`config.mk`:
```
export PLATFORM = sky130hd
export DESIGN_NAME = l2_req_arbiter
export DESIGN_NICKNAME = d
export VERILOG_FILES = /design/src/rtl/cache_pkg.sv /design/src/rtl/l2_req_arbiter_fifo.sv /design/src/rtl/l2_req_arbiter.sv
export SDC_FILE = /design/constraint.sdc
export NUM_CORES = 1
export LEC_CHECK = 0
export ABC_AREA = 0
export CAP_MARGIN = 20
export CORE_ASPECT_RATIO = 2
export CORE_MARGIN = 4
export CORE_UTILIZATION = 60
export CTS_BUF_LIST = sky130_fd_sc_hd__clkbuf_4
export DETAILED_ROUTE_END_ITERATION = 8
export GPL_TIMING_DRIVEN = 1
export PLACE_DENSITY = 0.87
export SYNTH_ARGS = -nofsm -noshare
export SYNTH_HDL_FRONTEND = slang
export SYNTH_SLANG_ARGS = --single-unit
```
`constraint.sdc`:
```
create_clock -name clock -period 17.3 [get_ports clock]
set_input_delay 3.46 -clock clock [delete_from_list [all_inputs] [get_ports clock]]
set_output_delay 3.46 -clock clock [all_outputs]
set_load 0.05 [all_outputs]
```
`src/rtl/cache_pkg.sv`:
```
// Shared L1/L2 request types for the L2 request front end.
// Packet layouts are fixed here and consumed by the arbiter and its FIFOs.
package cache_pkg;

  localparam int CFG_NUM_CORES = 4;
  localparam int ADDR_W = 32;
  localparam int DATA_W = 64;
  localparam int CORE_ID_W = $clog2(CFG_NUM_CORES);

  typedef enum logic [1:0] {
    READ      = 2'd0,
    READ_EXCL = 2'd1,
    UPGRADE   = 2'd2,
    WRITEBACK = 2'd3
  } cmd_e;

  typedef struct packed {
    cmd_e              cmd;
    logic [ADDR_W-1:0] addr;
    logic [DATA_W-1:0] data;
  } l1_req_packet_t;

  typedef struct packed {
    logic [CORE_ID_W-1:0] core_id;
    cmd_e                 cmd;
    logic [ADDR_W-1:0]    addr;
    logic [DATA_W-1:0]    data;
  } l2_entry_packet_t;

endpackage

```
`src/rtl/l2_req_arbiter_fifo.sv`:
```
// Per-core request FIFO; ready depends only on the registered count,
// so a full FIFO refuses a push even in a cycle where it is popped.
module req_fifo
  import cache_pkg::*;
#(
  parameter int  DEPTH = 2,
  parameter type T     = l1_req_packet_t
) (
  input  logic clock,
  input  logic reset,
  input  logic valid,
  input  logic pop,
  input  T     wdata,
  output logic ready,
  output logic empty,
  output T     head
);

  localparam int PW = $clog2(DEPTH);
  localparam int CW = PW + 1;

  T mem [DEPTH];

  logic [PW-1:0] wr_ptr;
  logic [PW-1:0] rd_ptr;
  logic [CW-1:0] count;
  logic          push;

  assign ready = reset && (count != CW'(DEPTH));
  assign empty = (count == '0);
  assign push  = valid && ready;
  assign head  = mem[rd_ptr];

  always_ff @(posedge clock or negedge reset) begin
    if (!reset) begin
      wr_ptr <= '0;
      rd_ptr <= '0;
      count  <= '0;
    end else begin
      if (push) wr_ptr <= wr_ptr + PW'(1);
      if (pop)  rd_ptr <= rd_ptr + PW'(1);
      case ({push, pop})
        2'b10:   count <= count + CW'(1);
        2'b01:   count <= count - CW'(1);
        default: count <= count;
      endcase
    end
  end

  always_ff @(posedge clock) begin
    if (push) mem[wr_ptr] <= wdata;
  end

endmodule

```
`src/rtl/l2_req_arbiter.sv`:
```
// Collects L1 miss/writeback requests and feeds the L2 one per cycle
// through a registered valid/ready slot with round-robin core selection.
module l2_req_arbiter
  import cache_pkg::*;
#(
  parameter int NUM_CORES  = CFG_NUM_CORES,
  parameter int FIFO_DEPTH = 2
) (
  input  logic                             clock,
  input  logic                             reset,
  input  logic [NUM_CORES-1:0]             l1_req_valid,
  input  l1_req_packet_t [NUM_CORES-1:0]   l1_req_packet,
  output logic [NUM_CORES-1:0]             l1_req_ready,
  output logic                             l2_entry_valid,
  output l2_entry_packet_t                 l2_entry_packet,
  input  logic                             l2_entry_ready
);

  localparam logic [CORE_ID_W-1:0] LAST =
    CORE_ID_W'(NUM_CORES - 1);

  logic [NUM_CORES-1:0] empty;
  logic [NUM_CORES-1:0] pop;
  l1_req_packet_t       head [NUM_CORES];

  logic [CORE_ID_W-1:0] rr_ptr;
  logic [CORE_ID_W-1:0] grant_idx;
  logic [CORE_ID_W-1:0] sel;
  logic                 grant_valid;
  logic                 slot_free;
  l1_req_packet_t       grant_pkt;

  assign slot_free = !l2_entry_valid || l2_entry_ready;

  for (genvar i = 0; i < NUM_CORES; i++) begin : g_fifo
    assign pop[i] = slot_free && grant_valid &&
                    (grant_idx == CORE_ID_W'(i));

    req_fifo #(
      .DEPTH (FIFO_DEPTH),
      .T     (l1_req_packet_t)
    ) u_fifo (
      .clock (clock),
      .reset (reset),
      .valid (l1_req_valid[i]),
      .pop   (pop[i]),
      .wdata (l1_req_packet[i]),
      .ready (l1_req_ready[i]),
      .empty (empty[i]),
      .head  (head[i])
    );
  end

  // Cyclic search from rr_ptr; first non-empty FIFO wins.
  always_comb begin
    grant_valid = 1'b0;
    grant_idx   = '0;
    sel         = rr_ptr;
    for (int k = 0; k < NUM_CORES; k++) begin
      if (!grant_valid && !empty[sel]) begin
        grant_valid = 1'b1;
        grant_idx   = sel;
      end
      sel = (sel == LAST) ? '0 : sel + CORE_ID_W'(1);
    end
  end

  assign grant_pkt = head[grant_idx];

  always_ff @(posedge clock or negedge reset) begin
    if (!reset) begin
      l2_entry_valid  <= 1'b0;
      l2_entry_packet <= '0;
      rr_ptr          <= '0;
    end else if (slot_free && grant_valid) begin
      l2_entry_valid          <= 1'b1;
      l2_entry_packet.core_id <= grant_idx;
      l2_entry_packet.cmd     <= grant_pkt.cmd;
      l2_entry_packet.addr    <= grant_pkt.addr;
      l2_entry_packet.data    <= grant_pkt.data;
      rr_ptr <= (grant_idx == LAST) ? '0 : grant_idx + CORE_ID_W'(1);
    end else if (l2_entry_ready) begin
      l2_entry_valid <= 1'b0;
    end
  end

endmodule

```
After elaboration in Yosys (flattened, before gate mapping)

Memory sizes are Yosys's and may differ from the RTL's.
Cells that the tools add are included.
W data, S select, Z words.

Word-level logic and storage cells: 136
Output and inout port bits: 105
ROM bits: 0
Memories kept: 4
Input bits: 399
Latch bits: 0
Memory bits (writable): 784
Bits in registers: 119

Div/mod/pow operators: 0
Mux-type cells: 37
Eq/ne operators: 18
Reductions and logical operators: 33
Add/subtract/negate cells: 20
Bitwise gates (word level): 1
Multiply operators: 0
Shifts and indexed selects: 0
Magnitude comparators: 5

Memories:

| memory               | words | width | rd ports | clocked after Yosys merged registers in | wr ports | line                      | RTL |
|---|---|---|---|---|---|---|---|
| g_fifo[0].u_fifo.mem | 2     | 98    | 1        | 0                                       | 1        | l2_req_arbiter_fifo.sv:22 | `T mem [DEPTH];` |
| g_fifo[1].u_fifo.mem | 2     | 98    | 1        | 0                                       | 1        | l2_req_arbiter_fifo.sv:22 |  |
| g_fifo[2].u_fifo.mem | 2     | 98    | 1        | 0                                       | 1        | l2_req_arbiter_fifo.sv:22 |  |
| g_fifo[3].u_fifo.mem | 2     | 98    | 1        | 0                                       | 1        | l2_req_arbiter_fifo.sv:22 |  |

Operator list:

| operator              | count |
|---|---|
| $bmux W98 S2          | 1 |
| $mux W98              | 2 |
| $eq A2 B2 Y1 const B  | 9 |
| $mux W1               | 18 |
| $add A2 B1 Y2 const B | 8 |
| $logic_and A1 B1 Y1   | 16 |
| $mux W2               | 8 |
| $pmux W2 S2           | 4 |
| $lt A2 B3 Y1 const B  | 4 |
| $eq A2 B1 Y1 const B  | 5 |
| $logic_not A2 Y1      | 5 |
| $reduce_bool A2 Y1    | 5 |
| $add A1 B1 Y1 const B | 8 |
| $bmux W1 S2           | 4 |
| $ne A2 B2 Y1 const B  | 4 |
| $sub A2 B1 Y2 const B | 4 |
| $logic_not A1 Y1      | 6 |
| $ge A3 B3 Y1 const B  | 1 |
| $not A2 Y3            | 1 |
| $logic_or A1 B1 Y1    | 1 |

Longest topological paths before layout

Gate-level depths: netlist (run 1).

Word-level depth: 17
Depth in mapped cells: 15

Cells and area by module

A second synthesis (run 1) with hierarchy kept.

Cells, all modules: 2076
Area total of the unflattened synthesis: 36729.0 um^2

Modules (own cells, without submodules):

| module         | cells each | times used | sequential area each (um^2) | area each (um^2) |
|---|---|---|---|---|
| req_fifo       | 323        | 4          | 5985.7                      | 7293.2 |
| l2_req_arbiter | 784        | 1          | 2577.5                      | 7556.0 |

Least setup slack after synthesis (run 1)

No wires, ideal clock.

Kind: input to register
Start point: input reset
End point: memory g_fifo[0].u_fifo.mem[0][0] (netlist name), enable pin
Setup slack: 8.800 ns
Arrival: 7.944 ns
Required time: 16.744 ns
Stages on the path: 3
Buffers on the path: 0
Path through: a21boi_0 nand2_1 nor2_1

Longest elaborated chain between the ends: 4

Ends and longest elaborated chain:

| element                       | line                      | RTL |
|---|---|---|
| from (decl)                   | l2_req_arbiter.sv:10      | `input logic reset,` |
| $logic_and A1 B1 Y1           | l2_req_arbiter_fifo.sv:29 | `assign ready = reset && (count != CW'(DEPTH));` |
| $logic_and A1 B1 Y1           | l2_req_arbiter_fifo.sv:31 | `assign push = valid && ready;` |
| $mux W1                       | l2_req_arbiter_fifo.sv:51 | `if (push) mem[wr_ptr] <= wdata;` |
| $mux W1 (implied by the code) | l2_req_arbiter_fifo.sv:51 |  |
| to (decl)                     | l2_req_arbiter_fifo.sv:22 |  |

No other way between the ends.

Final worst setup path (run 1)

Start point: input reset
End point: output l1_req_ready[0]

Longest elaborated chain between the ends: 1

Ends and longest elaborated chain:

| element             | line                      | RTL |
|---|---|---|
| $logic_and A1 B1 Y1 | l2_req_arbiter_fifo.sv:29 |  |
| to (decl)           | l2_req_arbiter.sv:13      | `output logic [NUM_CORES-1:0] l1_req_ready,` |

No other way between the ends.

==> results.md, run 1 <==
- CP delay by family, top: buffers and inverters
- Seq cells post-synth: 903
- Reg-to-Reg End: l2_entry_packet[35]
- CP cell instances: buf_6 -> a21boi_0 -> clkdlybuf4s50_1
- Clk buf depth: 3
- DRC: 0
- Worst r2r src: g_fifo[1].u_fifo.count[0]
- Critical path class: in2out
- Worst path max stage delay: 0.90 ns
- Required time of the critical path: 13.84 ns
- P&R area growth vs syn: 23.8%
- Netlist Area Pre-Place: 0.0350 mm^2
- Worst Hold Class: reg2reg
- PwrDens: 184 mW/mm^2
- Area contributors post-synth: edfxtp_1 67%, dfrtp_1 8.5%, mux2i_1 7.9%, mux2_2 5.1%, o22ai_1 2.8%
- Final Power: 7.97 mW
- Worst-path clk slew: 0.06 ns
- Die X: 179 um
- Flop2flop setup slack: 12.64 ns
- Leak: 15.5 nW
- TNS Setup: 0 ns
- Synth Area per Inst: 17.1 um^2
- Clk_lat worst skew: 0.91 ns
- # IOs: 504
- Worst Setup End Kind: output port
- Hold Path End: l2_entry_packet[5]
- Core footprint: 0.0580 mm^2
- Yosys cell types: 44
- Async SR Flop Fraction: 0.132
- Total track usage: 0.302
- Top-area cell type share of the netlist area: 0.672
- Filler Cells Inserted: 3320
- Area leader, netlist: edfxtp_1
- Reg2Reg Depth: 9
- 1st-iter DRT viols: 1880
- Final Hold Fails: 0
- Syn. warnings: 0
- CTS H-tree lvls: 4
- Status: complete, no violations
- Layout cells sized above 1: 0.174
- Initial Util: 0.604
- Initial DRT Pass Iterations: 7
- CTS tree: done
- Register area share after synthesis: 0.757
- Clock skew: 0.0734 ns
- CTS root buffer: clkbuf_4
- Metal3 WL: 9.70 mm
- Final period util: 0.515
- Post-synthesis net count: 2458
- Worst rel slew slack: 0.229
- Initial antenna violation count: 30
- Hold_sp: l2_entry_packet[5]
- Final setup viols: 0
- Commonest non-fill, non-tap cell in the layout: edfxtp_1
- Tmin final: 8.91 ns
- Row cnt: 125
- Worst-Margin Slew: 1.16 ns
- Final Max Tran Viols: 0
- Clock tree sinks: 903
- Buffers plus inverters on the worst setup path: 2
- Postcts setup bufs: 0
- WL/cell: 26.8 um
- Top Layer Used: met5
- Die area: 0.0625 mm^2
- Arr. time, crit path: 5.45 ns
- Cts hold-fix bufs: 0
- I/O Buffers: 503
- Startpoint types: primary input
- Post-Route WL: 96.4 mm
- Post-synth EDFFs: 784
- Vias: 21.9k
- Worst Hold Path Cells: 2
- Cts repair resizes: 0
- Vias in the first global route: 23.8k
- Routed Antenna Nets: 0
- Routed met1 length: 31.7 mm
- Largest net degree at the start of global routing: 84
- CP Max Fanout: 72
- Final net count: 3050
- Worst hold slack: 0.485 ns
- CTS Buf Count: 183
- RSZ-0062 raised after global routing: no
- Total grt overflow: 0
- Fmax: 112 MHz
- Cells after Synth: 2053
- Max-Cap Viols: 0
- Crit-path slowest cell: clkdlybuf4s50_1
- Commonest cells after routing, fill and taps aside: 784 x edfxtp_1, 502 x clkdlybuf4s50_1, 277 x mux2i_1
- Dominant synthesized flop cell: edfxtp_1
- Global-route wire length before repair: 139 mm
- Routability cong.: 0.837
- Met2 wire len: 50.0 mm
- Via/cell ratio: 6.10
- Worst IR Drop VDD: 0.167 mV
- HPWL after DPL: 59.2 mm
- Die Span Y: 350 um
[worst reg2reg max path: stages, from the launching register on]
cell and delay (ns):
dfrtp_1 0.44, nor2_1 0.52, mux4_2 0.37, nor3b_2 0.39, mux2_8 0.61, inv_2 0.50
nand2_4 0.59, buf_4 0.67, o22ai_1 0.25, a21oi_1 0.23
[metrics by stage]
stage,std cells,worst slack [ns],instance area (um^2),utilization
global route,3589,8.27,43300,0.747
global placement,3219,8.44,40800,0.703
floorplan,2053,8.80,35000,-
CTS,3564,8.38,43200,0.745
detailed placement,3220,8.38,40800,0.703
finish,3596,8.39,43400,0.747
[state kept, by name, summed over array words and instances, names as in the netlist]
| name | flops |
|---|---|
| l2_entry_valid | 1 |
| g_fifo.u_fifo.mem | 784 |
| g_fifo.u_fifo.wr_ptr | 4 |
| rr_ptr | 2 |
| g_fifo.u_fifo.rd_ptr | 4 |
| l2_entry_packet | 100 |
| g_fifo.u_fifo.count | 8 |
[area by class of cell]
class                   instances  area, um^2  area share
repair buffers                533        5320       0.123
inverters                       7        26.3    0.000606
clock buffers                 251        1880      0.0435
clock inverters                93         533      0.0123
diodes                         30        75.1     0.00173
flip-flops and latches        903       26500       0.612
multi-input cells            1017        8040       0.185
well taps                     762         953      0.0220
[per-layer routing]
| layer | up-vias | GRT usage |
|---|---|---|
| met4 | 8 | 0.170 |
| li1 | 9399 | - |
| met5 | - | 0 |
| met3 | 301 | 0.0791 |
| met1 | 10800 | 0.340 |
| met2 | 1442 | 0.517 |
[cell usage after synthesis, types with 5 or more instances]
| master | number |
|---|---|
| a2111oi_0 | 38 |
| a21oi_1 | 101 |
| buf_1 | 7 |
| buf_2 | 15 |
| buf_6 | 5 |
| clkbuf_1 | 94 |
| dfrtp_1 | 119 |
| edfxtp_1 | 784 |
| ha_1 | 6 |
| inv_1 | 6 |
| mux2_2 | 158 |
| mux2i_1 | 277 |
| nand2_1 | 147 |
| nor2_1 | 16 |
| nor2b_1 | 38 |
| o22ai_1 | 159 |
| o41ai_1 | 19 |
| xnor2_1 | 12 |
| xor2_1 | 8 |
[logic make-up (layout without fill, tap and decap cells)]
family	count (synthesis)	in the layout	synth area share
compound gates	335	335	0.0607
xor+xnor	20	20	0.00500
fa+ha+maj	6	6	0.00214
buf+inv	133	884	0.0163
flops	903	903	0.757
mux	437	437	0.131
other cells	0	30	0
simple gates	219	219	0.0276
[report_power, final]
group          switching (mW)  leakage [nW]  total [mW]  internal (mW)
Clock                   0.802          1.39        1.55          0.747
Sequential              0.289          8.52        3.09           2.80
Combinational            2.13          5.54        3.34           1.21
Total                    3.22          15.5        7.97           4.76
[how the worst max path moves through the flow]
stage,from,endpoint,slack (ns),cells after the start
after floorplan,reset,g_fifo[0].u_fifo.mem[0][0],8.80,3
after global placement,reset,l1_req_ready[0],8.44,3
after detailed placement,reset,l1_req_ready[0],8.38,3
after CTS,reset,l1_req_ready[0],8.38,3
after global routing,reset,l1_req_ready[3],8.27,3
final,reset,l1_req_ready[0],8.39,3
Power figures use the tool's default switching activity.
==> run 2: changes to the inputs <==
--- a/config.mk
+++ b/config.mk
@@ -9,11 +9,11 @@
 export CAP_MARGIN = 20
 export CORE_ASPECT_RATIO = 2
 export CORE_MARGIN = 4
-export CORE_UTILIZATION = 60
+export CORE_UTILIZATION = 51
 export CTS_BUF_LIST = sky130_fd_sc_hd__clkbuf_4
 export DETAILED_ROUTE_END_ITERATION = 8
 export GPL_TIMING_DRIVEN = 1
-export PLACE_DENSITY = 0.87
+export PLACE_DENSITY = 0.78
 export SYNTH_ARGS = -nofsm -noshare
 export SYNTH_HDL_FRONTEND = slang
 export SYNTH_SLANG_ARGS = --single-unit
==> constraint.sdc (replaced) <==
create_clock -name clock -period 7.2 [get_ports clock]
set_input_delay 1.44 -clock clock [delete_from_list [all_inputs] [get_ports clock]]
set_output_delay 1.44 -clock clock [all_outputs]
set_load 0.05 [all_outputs]
==> results.md, run 2 (synthesis results as in run 1) <==
- Status: complete, no violations
- Tmin final: 4.80 ns
- CP Max Fanout: 65 (-9.7%)
- Clk buf depth: 3 (unchanged)
- Reg2Reg Depth: 10 (+1)
- GRT Max-Usage Layer: met2
- Initial Util: 0.516 (-0.0878)
- Final Power: 19.3 mW (+140%)
- Largest Register: g_fifo.u_fifo.mem
- Sequential Power Share: 0.382 (-0.005)
- Cts repair resizes: 0 (unchanged)
- Worst-Margin Slew: 1.12 ns (-0.0315 ns)
- Total track usage: 0.260 (-0.0415)
- P&R area growth vs syn: 24.7%
- CTS Buf Count: 188 (+2.7%)
- Vias: 21.6k (-1.5%)
- Routed Antenna Nets: 0 (unchanged)
- Die Span Y: 379 um (+8.3%)
- Switch Pwr: 7.67 mW (+140%)
- RSZ-0062 raised after global routing: no
- Final setup viols: 0 (unchanged)
- Grt met3 use: 0.0706 (-0.00852)
- Postcts setup bufs: 0 (unchanged)
- Final Max Tran Viols: 0 (unchanged)
- Total grt overflow: 0 (unchanged)
- CTS root buffer: clkbuf_4
- Max-Cap Viols: 0 (unchanged)
- CTS H-tree lvls: 4 (unchanged)
- # IOs: 504 (unchanged)
- Multi-input gate area: 0.00804 mm^2 (unchanged)
- Grt met2 use: 0.454 (-0.0631)
- Die X: 193 um (+8.1%)
- Routability cong.: 0.850 (+1.6%)
- Core footprint: 0.0679 mm^2 (+17%)
- Fmax: 208 MHz
- Max FFs per register: 784 (unchanged)
- Combinational share of power: 0.411 (-0.008)
- WL/cell: 26.2 um (-2.2%)
- Clock power share: 0.206 (+0.012)
- Worst IR Drop VDD: 0.435 mV (+160%)
- Required time of the critical path: 5.76 ns (-8.08 ns)
- Commonest cells after routing, fill and taps aside: 784 x edfxtp_1, 502 x clkdlybuf4s50_1, 291 x clkbuf_4
- Clock skew: 0.0569 ns (-0.0165 ns)
- Arr. time, crit path: 3.36 ns (-2.09 ns)
- Worst-path clk slew: 0.08 ns (+0.02 ns)
- 1st-iter DRT viols: 1688 (-10%)
- Int Pwr: 11.7 mW (+150%)
- Final net count: 3056 (+0.20%)
- Layout cells sized above 1: 0.188 (+0.0135)
- Worst Setup End Kind: output port
- Core Util, Final: 0.643 (-0.104)
- Via/cell ratio: 5.79 (-5.0%)
- Flop2flop setup slack: 2.81 ns (-9.83 ns)
- Register area: 0.0265 mm^2 (unchanged)
- DRC: 0 (unchanged)
- Clk_lat worst skew: 1.00 ns (+0.09 ns)
- Worst Hold Class: in2async
- Initial antenna violation count: 24 (-20%)
- PwrDens: 443 mW/mm^2 (+140%)
- Post-Route WL: 97.7 mm (+1.4%)
- Largest regs: g_fifo.u_fifo.mem x784, l2_entry_packet x100, g_fifo.u_fifo.count x8
- TNS Setup: 0 ns (unchanged)
- HPWL after DPL: 61.7 mm (+4.3%)
- Sw Share: 0.397 (-0.00675)
- Largest net degree at the start of global routing: 77 (-8.3%)
- Leak: 15.6 nW (+0.96%)
- CTS tree: done
- Critical path class: in2out
- I/O Buffers: 503 (unchanged)
- Final Hold Fails: 0 (unchanged)
- Filler Cells Inserted: 4764 (+43%)
- Cts hold-fix bufs: 0 (unchanged)
- Die area: 0.0732 mm^2 (+17%)
- Worst rel slew slack: 0.250 (+0.0210)
- Final period util: 0.667
- Startpoint types: primary input
- Row cnt: 135 (+8.0%)
- Vias in the first global route: 23.5k (-1.3%)
- GR Util met1: 0.295 (-0.0448)
- Initial DRT Pass Iterations: 6 (-1)
- Clock tree sinks: 903 (unchanged)
- Global-route wire length before repair: 142 mm (+2.3%)
- Commonest non-fill, non-tap cell in the layout: edfxtp_1
-- run 2: changes by cell type in the layout (fill, tap and decap cells not counted), sizes merged --
cell and change:
clkbuf +40, clkinv -32, diode -9, bufinv +2, clkinvlp -2, inv +2, buf +1
-- run 2: final timing paths --
check                                   start             endpoint
max in group asynchronous               reset  l2_entry_packet[40]
min in group clock         l2_entry_packet[5]   l2_entry_packet[5]
min                                     reset  l2_entry_packet[67]
max                                     reset      l1_req_ready[3]
min reg2reg                l2_entry_packet[5]   l2_entry_packet[5]
max reg2reg                         rr_ptr[0]  l2_entry_packet[70]
-- run 2: area by class of cell --
class / instances / area share
diodes: 21 / 0.00120
clock buffers: 291 / 0.0500
clock inverters: 63 / 0.00963
inverters: 7 / 0.000602
multi-input cells: 1017 / 0.184
flip-flops and latches: 903 / 0.608
well taps: 890 / 0.0255
repair buffers: 534 / 0.121
-- run 2: critical path, stage by stage --
cell and delay [ns]:
buf_6 0.44, a21boi_0 0.46, clkdlybuf4s50_1 0.90
-- run 2: per-layer routing --
layer | share of wire | up-vias
met1 | 0.35 | 10700
li1 | - | 9394
met5 | 0.00070 | -
met4 | 0.043 | 10
met3 | 0.094 | 254
met2 | 0.51 | 1246
-- run 2: power groups by stage --
stage / clock network [mW] / logic [mW] / registers, mW
after CTS: 4.09 / 7.96 / 7.39
final: 3.99 / 7.95 / 7.39
after global routing: 4.35 / 8.43 / 7.46
after global placement: 0 / 7.70 / 7.44
after detailed placement: 0 / 7.93 / 7.48
after floorplan: 0 / 4.60 / 8.15
-- run 2: metrics by stage --
stage	cell area [um^2]	hold WS (ns)	instances	worst slack [ns]
6_report	43700	0.462	3726	2.40
5_1_grt	43700	0.440	3717	2.24
4_1_cts	43600	0.362	3704	2.38
3_5_place_dp	41000	0.468	3350	2.37
3_3_place_gp	41000	0.465	3349	2.40
2_1_floorplan	35000	0.459	2053	0.720
==> run 3: changes to the inputs <==
==> constraint.sdc (replaced) <==
create_clock -name clock -period 4.06 [get_ports clock]
set_input_delay 0.812 -clock clock [delete_from_list [all_inputs] [get_ports clock]]
set_output_delay 0.812 -clock clock [all_outputs]
set_load 0.05 [all_outputs]
==> results.md, run 3 (synthesis results as in run 1) <==
- WL/cell: 26.6 um (+1.3%)
- 1st-iter DRT viols: 1562 (-7.5%)
- Initial antenna violation count: 29 (+21%)
- Total track usage: 0.265 (+0.00495)
- Routability cong.: 0.898 (+5.6%)
- CTS H-tree lvls: 4 (unchanged)
- Core footprint: 0.0679 mm^2 (unchanged)
- Final net count: 3069 (+0.43%)
- I/O Buffers: 503 (unchanged)
- Int Pwr: 20.6 mW (+77%)
- Cts repair resizes: 0 (unchanged)
- Worst rel slew slack: 0.332 (+0.0818)
- Combinational share of power: 0.422 (+0.011)
- Postcts setup bufs: 0 (unchanged)
- Die area: 0.0732 mm^2 (unchanged)
- Vias in the first global route: 23.5k (+0.17%)
- Commonest cells after routing, fill and taps aside: 784 x edfxtp_1, 500 x clkdlybuf4s50_1, 297 x clkbuf_4
- Layout cells sized above 1: 0.193 (+0.00492)
- Leak: 15.7 nW (+0.55%)
- Row cnt: 135 (unchanged)
- PwrDens: 781 mW/mm^2 (+76%)
- Clock skew: 0.0559 ns (-0.00107 ns)
- Worst-Margin Slew: 1.00 ns (-0.123 ns)
- Die X: 193 um (unchanged)
- # IOs: 504 (unchanged)
- CP cell instances: dlygate4sd3_1 -> buf_6 -> a21boi_0 -> clkdlybuf4s50_1
- Max FFs per register: 784 (unchanged)
- Clock tree sinks: 903 (unchanged)
- Tmin final: 3.76 ns
- TNS Setup: 0 ns (unchanged)
- HPWL after DPL: 64.2 mm (+4.0%)
- CP Max Fanout: 19 (-71%)
- Sequential Power Share: 0.383 (about the same)
- RSZ-0062 raised after global routing: no
- Worst Hold Class: in2async
- Critical path class: in2out
- Routed Antenna Nets: 0 (unchanged)
- P&R area growth vs syn: 25.2%
- Arr. time, crit path: 2.95 ns (-0.41 ns)
- CTS Buf Count: 186 (-1.1%)
- Max-Cap Viols: 0 (unchanged)
- Fmax: 266 MHz
- Status: complete, no violations
- Final Max Tran Viols: 0 (unchanged)
- Fin area: 0.0439 mm^2 (+0.44%)
- Post-placement cell area: 0.0414 mm^2 (+0.90%)
- Final Hold Fails: 0 (unchanged)
- Worst-path clk slew: 0.08 ns (about the same)
- Final setup viols: 0 (unchanged)
- Vias: 21.7k (+0.56%)
- Die Span Y: 379 um (unchanged)
- Initial Util: 0.516 (unchanged)
- Clock power share: 0.195 (-0.011)
- Total grt overflow: 0 (unchanged)
- Via/cell ratio: 5.82 (+0.37%)
- CTS root buffer: clkbuf_4
- Commonest non-fill, non-tap cell in the layout: edfxtp_1
- Initial DRT Pass Iterations: 6 (unchanged)
- Clk buf depth: 3 (unchanged)
- Largest Register: g_fifo.u_fifo.mem
- Largest regs: g_fifo.u_fifo.mem x784, l2_entry_packet x100, g_fifo.u_fifo.count x8
- Worst Setup End Kind: output port
- Largest net degree at the start of global routing: 106 (+38%)
- Final period util: 0.926
- Core Util, Final: 0.646 (+0.00282)
- Required time of the critical path: 3.25 ns (-2.51 ns)
- Worst IR Drop VDD: 0.598 mV (+37%)
- Switch Pwr: 13.6 mW (+78%)
- Global-route wire length before repair: 144 mm (+1.5%)
- Clk_lat worst skew: 1.01 ns (about the same)
- Cts hold-fix bufs: 1 (+1)
- Worst hold slack: 0.257 ns (-0.206 ns)
- DRC: 0 (unchanged)
- CTS tree: done
- Crit-path slowest cell: clkdlybuf4s50_1
- Final Power: 34.3 mW (+77%)
- Startpoint types: primary input
- Sw Share: 0.398 (+0.00106)
- Worst path max stage delay: 0.91 ns (about the same)
- Post-Route WL: 99.2 mm (+1.5%)
-- run 3: per-stage QoR --
step	setup WS, ns	std cells
2_1_floorplan	0.166	2053
3_3_place_gp	0.671	3365
3_5_place_dp	0.530	3365
4_1_cts	0.295	3711
5_1_grt	0.221	3726
6_report	0.300	3733
-- run 3: metal layers --
layer  vias to the layer above  GRT usage  share of wire
li1                       9429          -              -
met3                       275     0.0722          0.087
met5                         -          0        0.00080
met4                        14      0.146          0.048
met2                      1231      0.473           0.53
met1                     10800      0.286           0.34
-- run 3: path summary, 6_finish.rpt --
| path | slack (ns) | cells past startpoint | endpoint | start |
|---|---|---|---|---|
| setup / recovery | 0.30 | 4 | l1_req_ready[3] | reset |
| hold / removal | 0.26 | 2 | rr_ptr[1] | reset |
| setup reg to reg | 0.43 | 10 | l2_entry_packet[88] | rr_ptr[0] |
| hold reg to reg | 0.49 | 2 | l2_entry_packet[23] | l2_entry_packet[23] |
| max in group asynchronous | 2.69 | 3 | g_fifo[2].u_fifo.rd_ptr | reset |
| min in group clock | 0.38 | 1 | g_fifo[3].u_fifo.mem[0][15] | l1_req_packet[309] |
-- run 3: critical path, delay by kind of cell --
kind / cells / cell delay [ns]
compound gates: 1 / 0.39
buf+inv: 3 / 1.69
-- run 3: final cells by class --
| type | instances | area, um^2 |
|---|---|---|
| antenna | 22 | 55.1 |
| sequential | 903 | 26500 |
| clock buffer | 297 | 2230 |
| clock inverter | 48 | 204 |
| fill | 4789 | 24000 |
| timing repair buffer | 549 | 5670 |
| inverter | 7 | 26.3 |
| tap | 890 | 1110 |
| multi-input combinational | 1017 | 8040 |
-- run 3: power by group through the flow --
stage	Sequential (mW)	Clock [mW]	Combinational, mW
floorplan	14.4	0	8.17
detailed placement	13.3	0	14.5
global placement	13.2	0	14.0
CTS	13.1	6.85	14.5
finish	13.1	6.68	14.5
global route	13.3	7.30	15.3
